<file path="src/rtl/fifo_pkg.sv">
// Shared types, constants and elaboration helpers for the FIFO pointer/status controller.
package fifo_pkg;

    typedef struct packed {
        logic full;
        logic empty;
        logic almost_full;
        logic almost_empty;
    } fifo_status_t;

    // Status seen after reset and after a flush: nothing stored.
    localparam fifo_status_t FIFO_STATUS_CLR = '{full: 1'b0, empty: 1'b1,
                                                 almost_full: 1'b0, almost_empty: 1'b1};

    function automatic int fifo_aw(input int depth);
        return (depth < 2) ? 1 : $clog2(depth);
    endfunction

    function automatic bit fifo_thresh_ok(input int depth, input int af, input int ae);
        return (depth >= 2) && (af >= 1) && (af <= depth) && (ae >= 0) && (ae <= depth - 1);
    endfunction

endpackage

</file>
<file path="src/rtl/fifo_ptr_ctrl_if.sv">
// Front-end handshake and RAM-side address/status bundle of the FIFO pointer controller.
interface fifo_ptr_ctrl_if #(
    parameter int DEPTH = 16
);
    localparam int AW = fifo_pkg::fifo_aw(DEPTH);

    logic          wen;
    logic          ren;
    logic          flush;
    logic          err_clr;
    logic          wr_ack;
    logic          rd_ack;
    logic [AW-1:0] waddr;
    logic [AW-1:0] raddr;
    logic [AW:0]   count;
    logic          full;
    logic          empty;
    logic          almost_full;
    logic          almost_empty;
    logic          overflow;
    logic          underflow;

    modport master (
        output wen, ren, flush, err_clr,
        input  wr_ack, rd_ack, waddr, raddr, count,
        input  full, empty, almost_full, almost_empty, overflow, underflow
    );

    modport slave (
        input  wen, ren, flush, err_clr,
        output wr_ack, rd_ack, waddr, raddr, count,
        output full, empty, almost_full, almost_empty, overflow, underflow
    );
endinterface

</file>
<file path="src/rtl/fifo_wrap_ptr.sv">
// Modulo-DEPTH pointer; wraps by explicit compare so non-power-of-two depths work.
module fifo_wrap_ptr #(
    parameter int DEPTH = 16,
    parameter int AW    = 4
) (
    input  logic          clk,
    input  logic          rst_n,
    input  logic          inc,
    input  logic          clr,
    output logic [AW-1:0] ptr
);
    localparam logic [AW-1:0] LAST = AW'(DEPTH - 1);

    always_ff @(posedge clk or negedge rst_n) begin
        if (!rst_n) begin
            ptr <= '0;
        end else if (clr) begin
            ptr <= '0;
        end else if (inc) begin
            ptr <= (ptr == LAST) ? '0 : ptr + 1'b1;
        end
    end
endmodule

</file>
<file path="src/rtl/fifo_ptr_ctrl.sv">
// FIFO pointer, occupancy and status controller: accepts requests, drives RAM
// addresses/enables, and keeps registered flags plus sticky error flags.
module fifo_ptr_ctrl
    import fifo_pkg::*;
#(
    parameter int DEPTH     = 16,
    parameter int AF_THRESH = DEPTH - 2,
    parameter int AE_THRESH = 2
) (
    input  logic              clk,
    input  logic              rst_n,
    fifo_ptr_ctrl_if.slave    bus
);
    localparam int AW = fifo_aw(DEPTH);
    localparam logic [AW:0] CNT_FULL = (AW + 1)'(DEPTH);
    localparam logic [AW:0] CNT_AF   = (AW + 1)'(AF_THRESH);
    localparam logic [AW:0] CNT_AE   = (AW + 1)'(AE_THRESH);

    if (!fifo_thresh_ok(DEPTH, AF_THRESH, AE_THRESH)) begin : g_bad_thresh
        $error("fifo_ptr_ctrl: DEPTH/AF_THRESH/AE_THRESH out of legal range");
    end

    logic          rd_ok;
    logic          wr_ok;
    logic [AW:0]   count_q;
    logic [AW:0]   count_nxt;
    fifo_status_t  status_q;
    fifo_status_t  status_nxt;
    logic          overflow_q;
    logic          underflow_q;
    logic [AW-1:0] wptr;
    logic [AW-1:0] rptr;

    // A write into a full FIFO is legal only when a read frees a slot in the same cycle.
    assign rd_ok = bus.ren & ~status_q.empty & ~bus.flush;
    assign wr_ok = bus.wen & ~bus.flush & (~status_q.full | rd_ok);

    fifo_wrap_ptr #(.DEPTH(DEPTH), .AW(AW)) u_wptr (
        .clk   (clk),
        .rst_n (rst_n),
        .inc   (wr_ok),
        .clr   (bus.flush),
        .ptr   (wptr)
    );

    fifo_wrap_ptr #(.DEPTH(DEPTH), .AW(AW)) u_rptr (
        .clk   (clk),
        .rst_n (rst_n),
        .inc   (rd_ok),
        .clr   (bus.flush),
        .ptr   (rptr)
    );

    always_comb begin
        count_nxt = count_q;
        if (bus.flush) begin
            count_nxt = '0;
        end else if (wr_ok && !rd_ok) begin
            count_nxt = count_q + 1'b1;
        end else if (rd_ok && !wr_ok) begin
            count_nxt = count_q - 1'b1;
        end

        status_nxt              = FIFO_STATUS_CLR;
        status_nxt.full         = (count_nxt == CNT_FULL);
        status_nxt.empty        = (count_nxt == '0);
        status_nxt.almost_full  = (count_nxt >= CNT_AF);
        status_nxt.almost_empty = (count_nxt <= CNT_AE);
    end

    // Error set takes priority over err_clr so a same-cycle event is never lost.
    always_ff @(posedge clk or negedge rst_n) begin
        if (!rst_n) begin
            count_q     <= '0;
            status_q    <= FIFO_STATUS_CLR;
            overflow_q  <= 1'b0;
            underflow_q <= 1'b0;
        end else begin
            count_q  <= count_nxt;
            status_q <= bus.flush ? FIFO_STATUS_CLR : status_nxt;
            if (bus.wen && !wr_ok && !bus.flush) begin
                overflow_q <= 1'b1;
            end else if (bus.err_clr) begin
                overflow_q <= 1'b0;
            end
            if (bus.ren && !rd_ok && !bus.flush) begin
                underflow_q <= 1'b1;
            end else if (bus.err_clr) begin
                underflow_q <= 1'b0;
            end
        end
    end

    assign bus.wr_ack       = wr_ok;
    assign bus.rd_ack       = rd_ok;
    assign bus.waddr        = wptr;
    assign bus.raddr        = rptr;
    assign bus.count        = count_q;
    assign bus.full         = status_q.full;
    assign bus.empty        = status_q.empty;
    assign bus.almost_full  = status_q.almost_full;
    assign bus.almost_empty = status_q.almost_empty;
    assign bus.overflow     = overflow_q;
    assign bus.underflow    = underflow_q;
endmodule

</file>
<file path="src/flat_wrapper.sv">
// flat-port wrapper written by rule: the top's interface ports become plain ports
module fifo_ptr_ctrl_flat import fifo_pkg::*;
#(
    parameter int DEPTH     = 16,
    parameter int AF_THRESH = DEPTH - 2,
    parameter int AE_THRESH = 2
)
  (clk, rst_n, bus_wen, bus_ren, bus_flush, bus_err_clr, bus_wr_ack, bus_rd_ack, bus_waddr, bus_raddr, bus_count, bus_full, bus_empty, bus_almost_full, bus_almost_empty, bus_overflow, bus_underflow);
  fifo_ptr_ctrl_if #(.DEPTH(DEPTH)) bus_i ();
  input  logic clk;
  input  logic rst_n;
  input wire logic [$bits(bus_i.wen)-1:0] bus_wen;
  input wire logic [$bits(bus_i.ren)-1:0] bus_ren;
  input wire logic [$bits(bus_i.flush)-1:0] bus_flush;
  input wire logic [$bits(bus_i.err_clr)-1:0] bus_err_clr;
  output wire logic [$bits(bus_i.wr_ack)-1:0] bus_wr_ack;
  output wire logic [$bits(bus_i.rd_ack)-1:0] bus_rd_ack;
  output wire logic [$bits(bus_i.waddr)-1:0] bus_waddr;
  output wire logic [$bits(bus_i.raddr)-1:0] bus_raddr;
  output wire logic [$bits(bus_i.count)-1:0] bus_count;
  output wire logic [$bits(bus_i.full)-1:0] bus_full;
  output wire logic [$bits(bus_i.empty)-1:0] bus_empty;
  output wire logic [$bits(bus_i.almost_full)-1:0] bus_almost_full;
  output wire logic [$bits(bus_i.almost_empty)-1:0] bus_almost_empty;
  output wire logic [$bits(bus_i.overflow)-1:0] bus_overflow;
  output wire logic [$bits(bus_i.underflow)-1:0] bus_underflow;
  assign bus_i.wen = bus_wen;
  assign bus_i.ren = bus_ren;
  assign bus_i.flush = bus_flush;
  assign bus_i.err_clr = bus_err_clr;
  assign bus_wr_ack = bus_i.wr_ack;
  assign bus_rd_ack = bus_i.rd_ack;
  assign bus_waddr = bus_i.waddr;
  assign bus_raddr = bus_i.raddr;
  assign bus_count = bus_i.count;
  assign bus_full = bus_i.full;
  assign bus_empty = bus_i.empty;
  assign bus_almost_full = bus_i.almost_full;
  assign bus_almost_empty = bus_i.almost_empty;
  assign bus_overflow = bus_i.overflow;
  assign bus_underflow = bus_i.underflow;
  fifo_ptr_ctrl #(.DEPTH(DEPTH), .AF_THRESH(AF_THRESH), .AE_THRESH(AE_THRESH)) u_core (.clk(clk), .rst_n(rst_n), .bus(bus_i));
endmodule
</file>
<file path="config.mk">
export PLATFORM = sky130hd
export DESIGN_NAME = fifo_ptr_ctrl_flat
export DESIGN_NICKNAME = d
export VERILOG_FILES = /design/src/rtl/fifo_pkg.sv /design/src/rtl/fifo_ptr_ctrl_if.sv /design/src/rtl/fifo_wrap_ptr.sv /design/src/rtl/fifo_ptr_ctrl.sv /design/src/flat_wrapper.sv
export SDC_FILE = /design/constraint.sdc
export NUM_CORES = 1
export LEC_CHECK = 0
export BUFFER_PORTS_ARGS = -buffer_cell sky130_fd_sc_hd__buf_2
export CORE_MARGIN = 2
export CORE_UTILIZATION = 50
export DETAILED_ROUTE_END_ITERATION = 16
export PLACE_DENSITY = 0.76
export SETUP_SLACK_MARGIN = 0.2
export SYNTH_ARGS = -nofsm -noshare
export SYNTH_HDL_FRONTEND = slang
export SYNTH_SLANG_ARGS = --single-unit
</file>
<file path="constraint.sdc">
create_clock -name clk -period 2.15 [get_ports clk]
set_input_delay 0.43 -clock clk [delete_from_list [all_inputs] [get_ports clk]]
set_output_delay 0.43 -clock clk [all_outputs]
set_load 0.05 [all_outputs]
</file>
Word-level counts from Yosys, hierarchy flattened
Cells that the tools add are included.
{ "word_totals": {"register_bits": 19, "in_bits": 6, "out_inout_bits": 21, "wordCells": 53} }
{ "op_classes": {"addsub": 4, "magnitude_cmp": 2, "n_eq_ne": 3, "muxes": 13, "bitwise": 8, "n_reduce_logical": 14} }
{ "op_table": {"columns": ["op", "n"], "rows": [
  ["4-bit two-way mux", 7],
  ["5-bit two-way mux", 3],
  ["4-bit by 1-bit adder with 4-bit output (second input constant)", 2],
  ["4-bit == test (second input constant)", 2],
  ["2-bit nonzero test", 4],
  ["1-bit logical AND", 6],
  ["5-bit by 1-bit adder with 5-bit output (second input constant)", 1],
  ["5-bit == test (second input constant)", 1],
  ["5-bit by 4-bit greater-or-equal comparator with 1-bit output (second input constant)", 1],
  ["5-bit by 2-bit <= comparator with 1-bit output (second input constant)", 1],
  ["5-bit zero test", 1],
  ["5-bit by 1-bit subtractor with 5-bit output (second input constant)", 1],
  ["1-bit bitwise AND", 4],
  ["1-bit zero test", 3],
  ["1-bit two-way mux", 3],
  ["1-bit inverter", 3],
  ["1-bit OR", 1]
]} }

Depth between registers and ports, before layout
{ "depth": {"ltp_word": 12, "ltp_mapped": 6} }

Hierarchy
Synthesis repeated with hierarchy kept, for this count alone.
{ "hier_totals": {"hier_cells": 97, "hier_area_um2": 992.2} }
{ "modules_own_cells": {"columns": ["module", "n_inst", "cells_each", "area_per_inst_um2", "seq_area_each_um2"], "rows": [
  ["fifo_ptr_ctrl", 1, 59, 609.3, 277.8],
  ["fifo_wrap_ptr", 2, 19, 191.4, 100.1]
]} }

Worst setup path after synthesis
Ideal clock, no wire load.
{ "synth_path": {"kind": "input-to-output", "start": "in bus_flush", "end": "out bus_rd_ack", "arrival_ps": 1985, "setup_slack_ps": -265, "stages": 3, "path_buffers": 2, "cell_sequence": "buf_6 -> clkbuf_1 -> nor3b_1"} }
{ "synth_via": {"elab_chain_len": 2} }
{ "synth_lines": {"columns": ["item", "line", "rtl"], "rows": [
  ["start, declared", "flat_wrapper.sv:14", "input wire logic [$bits(bus_i.flush)-1:0] bus_flush;"],
  ["1-bit inverter", "fifo_ptr_ctrl.sv:35", "assign rd_ok = bus.ren & ~status_q.empty & ~bus.flush;"],
  ["1-bit bitwise AND", "fifo_ptr_ctrl.sv:35", null],
  ["end, declared", "flat_wrapper.sv:17", "output wire logic [$bits(bus_i.rd_ack)-1:0] bus_rd_ack;"]
]} }
Every way passes these cells.

Worst setup path after layout
{ "layout_path": {"start": "reg u_core.status_q, in the netlist u_core.bus.empty", "end": "reg u_core.status_q, in the netlist u_core.bus.empty"} }
{ "layout_via": {"elab_chain_len": 12, "elab_cells_between_ends": 14} }
{ "layout_lines": {"columns": ["item", "line", "rtl"], "rows": [
  ["start, declared", "fifo_ptr_ctrl.sv:27", "fifo_status_t status_q;"],
  ["start signal, assigned", "fifo_ptr_ctrl.sv:80", "status_q <= bus.flush ? FIFO_STATUS_CLR : status_nxt;"],
  ["1-bit inverter *", "fifo_ptr_ctrl.sv:35", null],
  ["1-bit bitwise AND * (2 in a row)", "fifo_ptr_ctrl.sv:35", null],
  ["1-bit OR", "fifo_ptr_ctrl.sv:36", "assign wr_ok = bus.wen & ~bus.flush & (~status_q.full | rd_ok);"],
  ["1-bit bitwise AND", "fifo_ptr_ctrl.sv:36", null],
  ["1-bit zero test", "fifo_ptr_ctrl.sv:60", "end else if (rd_ok && !wr_ok) begin"],
  ["1-bit logical AND", "fifo_ptr_ctrl.sv:60", null],
  ["5-bit two-way mux", "fifo_ptr_ctrl.sv:60", null],
  ["5-bit two-way mux *", "fifo_ptr_ctrl.sv:58", "end else if (wr_ok && !rd_ok) begin"],
  ["5-bit two-way mux *", "fifo_ptr_ctrl.sv:56", "if (bus.flush) begin"],
  ["named net u_core.count_nxt[3]", "fifo_ptr_ctrl.sv:26", "logic [AW:0] count_nxt;"],
  ["5-bit zero test *", "fifo_ptr_ctrl.sv:66", "status_nxt.empty = (count_nxt == '0);"],
  ["4-bit two-way mux *", "fifo_ptr_ctrl.sv:80", null]
]} }
Mark *: on every way through the listed nets, which the timed path passes. The rest lies on a longest branch.
A chain may end at the register's enable or synchronous reset.

==> results by group <==
Status
  • Status: complete, no violations

Die
  • Chip width: 49.85 µm
  • Initial Util: 53.03%
  • Core Area: 1982 µm²
  • Num ports: 27
  • FP Rows: 16
  • Die height: 49.85 µm
  • Die Footprint: 2485 µm²

Clocking
  • CTS Buffer Depth: 2
  • Clock Tree Root: clkbuf_4
  • CTS tree: yes
  • Clock transition at path regs: 0.11 ns
  • CTS Buf Count: 3
  • Worst-Skew Late Latency: 0.29 ns
  • CTS Sinks: 19
  • CTS H-tree lvls: 1

Final layout
  • Design area: 1335 µm²
  • Share of cells above drive strength 1: 39.01%
  • Area grow syn2layout: 27.02%
  • Net count, final: 152
  • Diode count: 0

Worst hold path
  • Hold Crit Class: in -> async

Timing
  • Final TNS setup: 0 ns
  • Unrepaired setup endpoints after global routing: true
  • Post-route setup slack: 0.2403 ns
  • Fin. max-slew vios: 0
  • Final Cycle Share: 88.82%
  • Fin. Hold Viols: 0
  • Slew HR: 71.84%
  • Final min period: 1.910 ns
  • FMAX: 523.6 MHz
  • Layout Skew: 0.009015 ns
  • Worst-margin pin slew: 0.4224 ns
  • Setup Viol. Count Final: 0

Yosys
  • Register area share after synthesis: 45.48%
  • Ys async rst share: 100.0%
  • Yosys cell types: 37
  • Mapped Nets: 116
  • Main synth FF type: dfrtp_1
  • Yosys warns: 0
  • Area of the mapped netlist: 1051 µm²
  • Avg Inst Size Synth: 9.915 µm²
  • Post-Syn Instances: 106
  • Synth Register Bits: 19
  • Post-synth EDFFs: 0

Pwr
  • Pwr/cell area: 809.7 nW/µm²
  • Max IR drop VDD: 0.4904 mV
  • Leakage power total: 0.6183 nW

Detailed routing
  • DRT iter0 DRCs: 18
  • Vias/cell: 5.524
  • DR WL/cell: 14.04 µm
  • Via Count: 928
  • Remaining antenna violation count: 0
  • Drt drc: 0
  • DR pass1 iterations: 4
  • Final WL: 2358 µm

Worst setup path
  • Worst r2r src: u_core.bus.empty$_DFF_PN1_
  • Largest stage delay, worst path: 0.52 ns
  • Worst Path Required: 2.34 ns
  • Crit path max fanout: 6
  • Startpoint types: flop
  • Worst reg2reg endpoint: u_core.bus.empty$_DFF_PN1_
  • R2r worst-path depth: 5
  • Crit. End Element: flop
  • CP arrival: 2.10 ns
  • Crit-path cells: or4b_4, nor4_4, or4b_1, o21ai_2, nor4_1
  • Critical setup path kind: reg -> reg
  • Critical path's slowest cell: or4b_4
  • Flop2flop setup slack: 0.24 ns
  • CP startpoint: u_core.bus.empty$_DFF_PN1_

Placed design
  • GP Congestion: 0.8197
  • Placed cell area: 1236 µm²
  • HPWL after DPL: 1693 µm
  • Place WS: 0.08193 ns
  • Port bufs: 26

Global route
  • First-pass GRT wire length: 3905 µm
  • Antenna violations before repair: 0
  • Total GRT Usage: 20.50%
  • Maximum number of pins on one net before global-route repair: 20
  • Vias in the first global route: 906
  • GRT overflow: 0

Flow run
  • Max-cap check violation count: 0
sequential cells by signal, summed over array words and instances (netlist names):
signal,flops
u_core.bus.count,5
u_core.u_rptr.ptr,4
u_core.u_wptr.ptr,4
u_core.bus.almost_empty,1
u_core.bus.almost_full,1
u_core.bus.empty,1
u_core.bus.full,1
u_core.bus.overflow,1
u_core.bus.underflow,1
synth_stat cells, types with 2 or more instances:
library cell,instances,area share [%]
nor4b_2,2,2.9
or3_1,2,1.2
nor2_1,9,3.2
dfstp_2,2,5.0
o21ai_1,2,0.95
dfrtp_1,17,40
nand2b_1,3,1.8
nand3_1,3,1.4
a21oi_1,7,3.3
a31oi_1,2,1.2
o21ai_0,5,2.4
ha_1,4,4.8
nor4_1,2,1.2
nand2_1,16,5.7
xor2_1,3,2.5
inv_1,6,2.1
final cells by class:
type | count | area (µm²)
Clock buffer | 3 | 22.52
Clock inverter | 1 | 5.005
Fill cell | 164 | 646.9
Inverter | 6 | 22.52
Multi-Input combinational cell | 78 | 566.8
Sequential cell | 19 | 484.2
Tap cell | 27 | 33.78
Timing Repair Buffer | 34 | 200.2
worst max-delay path, delay by kind of cell (launching register included):
family | cells | cell delay [ns]
compound gates | 1 | 0.10
simple gates | 4 | 1.21
flops | 1 | 0.51
worst max path at each step:
| stage | end | slack, ns |
|---|---|---|
| 5_1_grt | u_core.bus.almost_empty$_DFF_PN1_ | 0.17 |
| 3_3_place_gp | u_core.bus.empty$_DFF_PN1_ | 0.18 |
| 2_1_floorplan | u_core.u_wptr.ptr[3]$_DFFE_PN0P_ | 0.23 |
| 4_1_cts | bus_wr_ack | 0.22 |
| 6_report | u_core.bus.empty$_DFF_PN1_ | 0.24 |
| 3_5_place_dp | u_core.bus.empty$_DFF_PN1_ | 0.08 |
where the power goes:
part	switching, mW	internal [mW]
clock	0.108	0.0692
combinational	0.301	0.138
sequential	0.0502	0.414
metrics by stage:
| step | hold WS (ns) | util, % | cells | power, mW |
|---|---|---|---|---|
| after floorplan | 0.1344 | - | 106 | 0.7728 |
| after global placement | 0.3858 | 62.37 | 159 | 0.8634 |
| after detailed placement | 0.3889 | 62.37 | 159 | 0.8709 |
| after CTS | 0.05624 | 64.46 | 164 | 1.054 |
| after global routing | 0.06422 | 67.36 | 168 | 1.145 |
| final | 0.04861 | 67.36 | 168 | 1.081 |
repair_timing:
item	in CTS	in global routing
gates resized for setup	2	5
endpoints found under the setup margin	1	4
pin swaps	1	0
buffers inserted	1	4
hold buffers	0	0
endpoints found under the hold margin	0	0
cells by family (layout without fill, tap and decap cells):
kind of cell | Yosys count | in the layout | synth area share (%)
xor gates and xnor gates | 4 | 4 | 3.334
DFF | 19 | 19 | 45.48
buffers and inverters | 9 | 44 | 4.047
adders and majority gates | 4 | 4 | 4.762
and+or+nand+nor | 43 | 43 | 24.17
AOI/OAI and AO/OA | 26 | 26 | 17.26
muxes | 1 | 1 | 0.9524
per-layer routing:
layer	vias up	routed length [µm]	track usage [%]
li1	449	-	-
met1	447	1023	25.73
met2	26	1170	34.89
met3	6	126	4.848
met4	0	38	6.019
met5	-	0	0
cell usage in the layout (no fill, tap or decap), types with 2 or more instances in the layout:
master	netlist	routed
nand2b_1	3	2
a31oi_1	2	2
clkbuf_4	0	3
xor2_1	3	3
nand2_1	16	16
nand3_1	3	3
buf_6	1	2
or3_1	2	2
inv_1	6	6
o21ai_0	5	4
nor4b_2	2	2
buf_4	0	7
a21oi_1	7	7
o21ai_1	2	3
buf_2	1	25
dfrtp_2	0	2
dfrtp_1	17	15
ha_1	4	4
nor2_1	9	9
(Power assumes the default switching activity.)
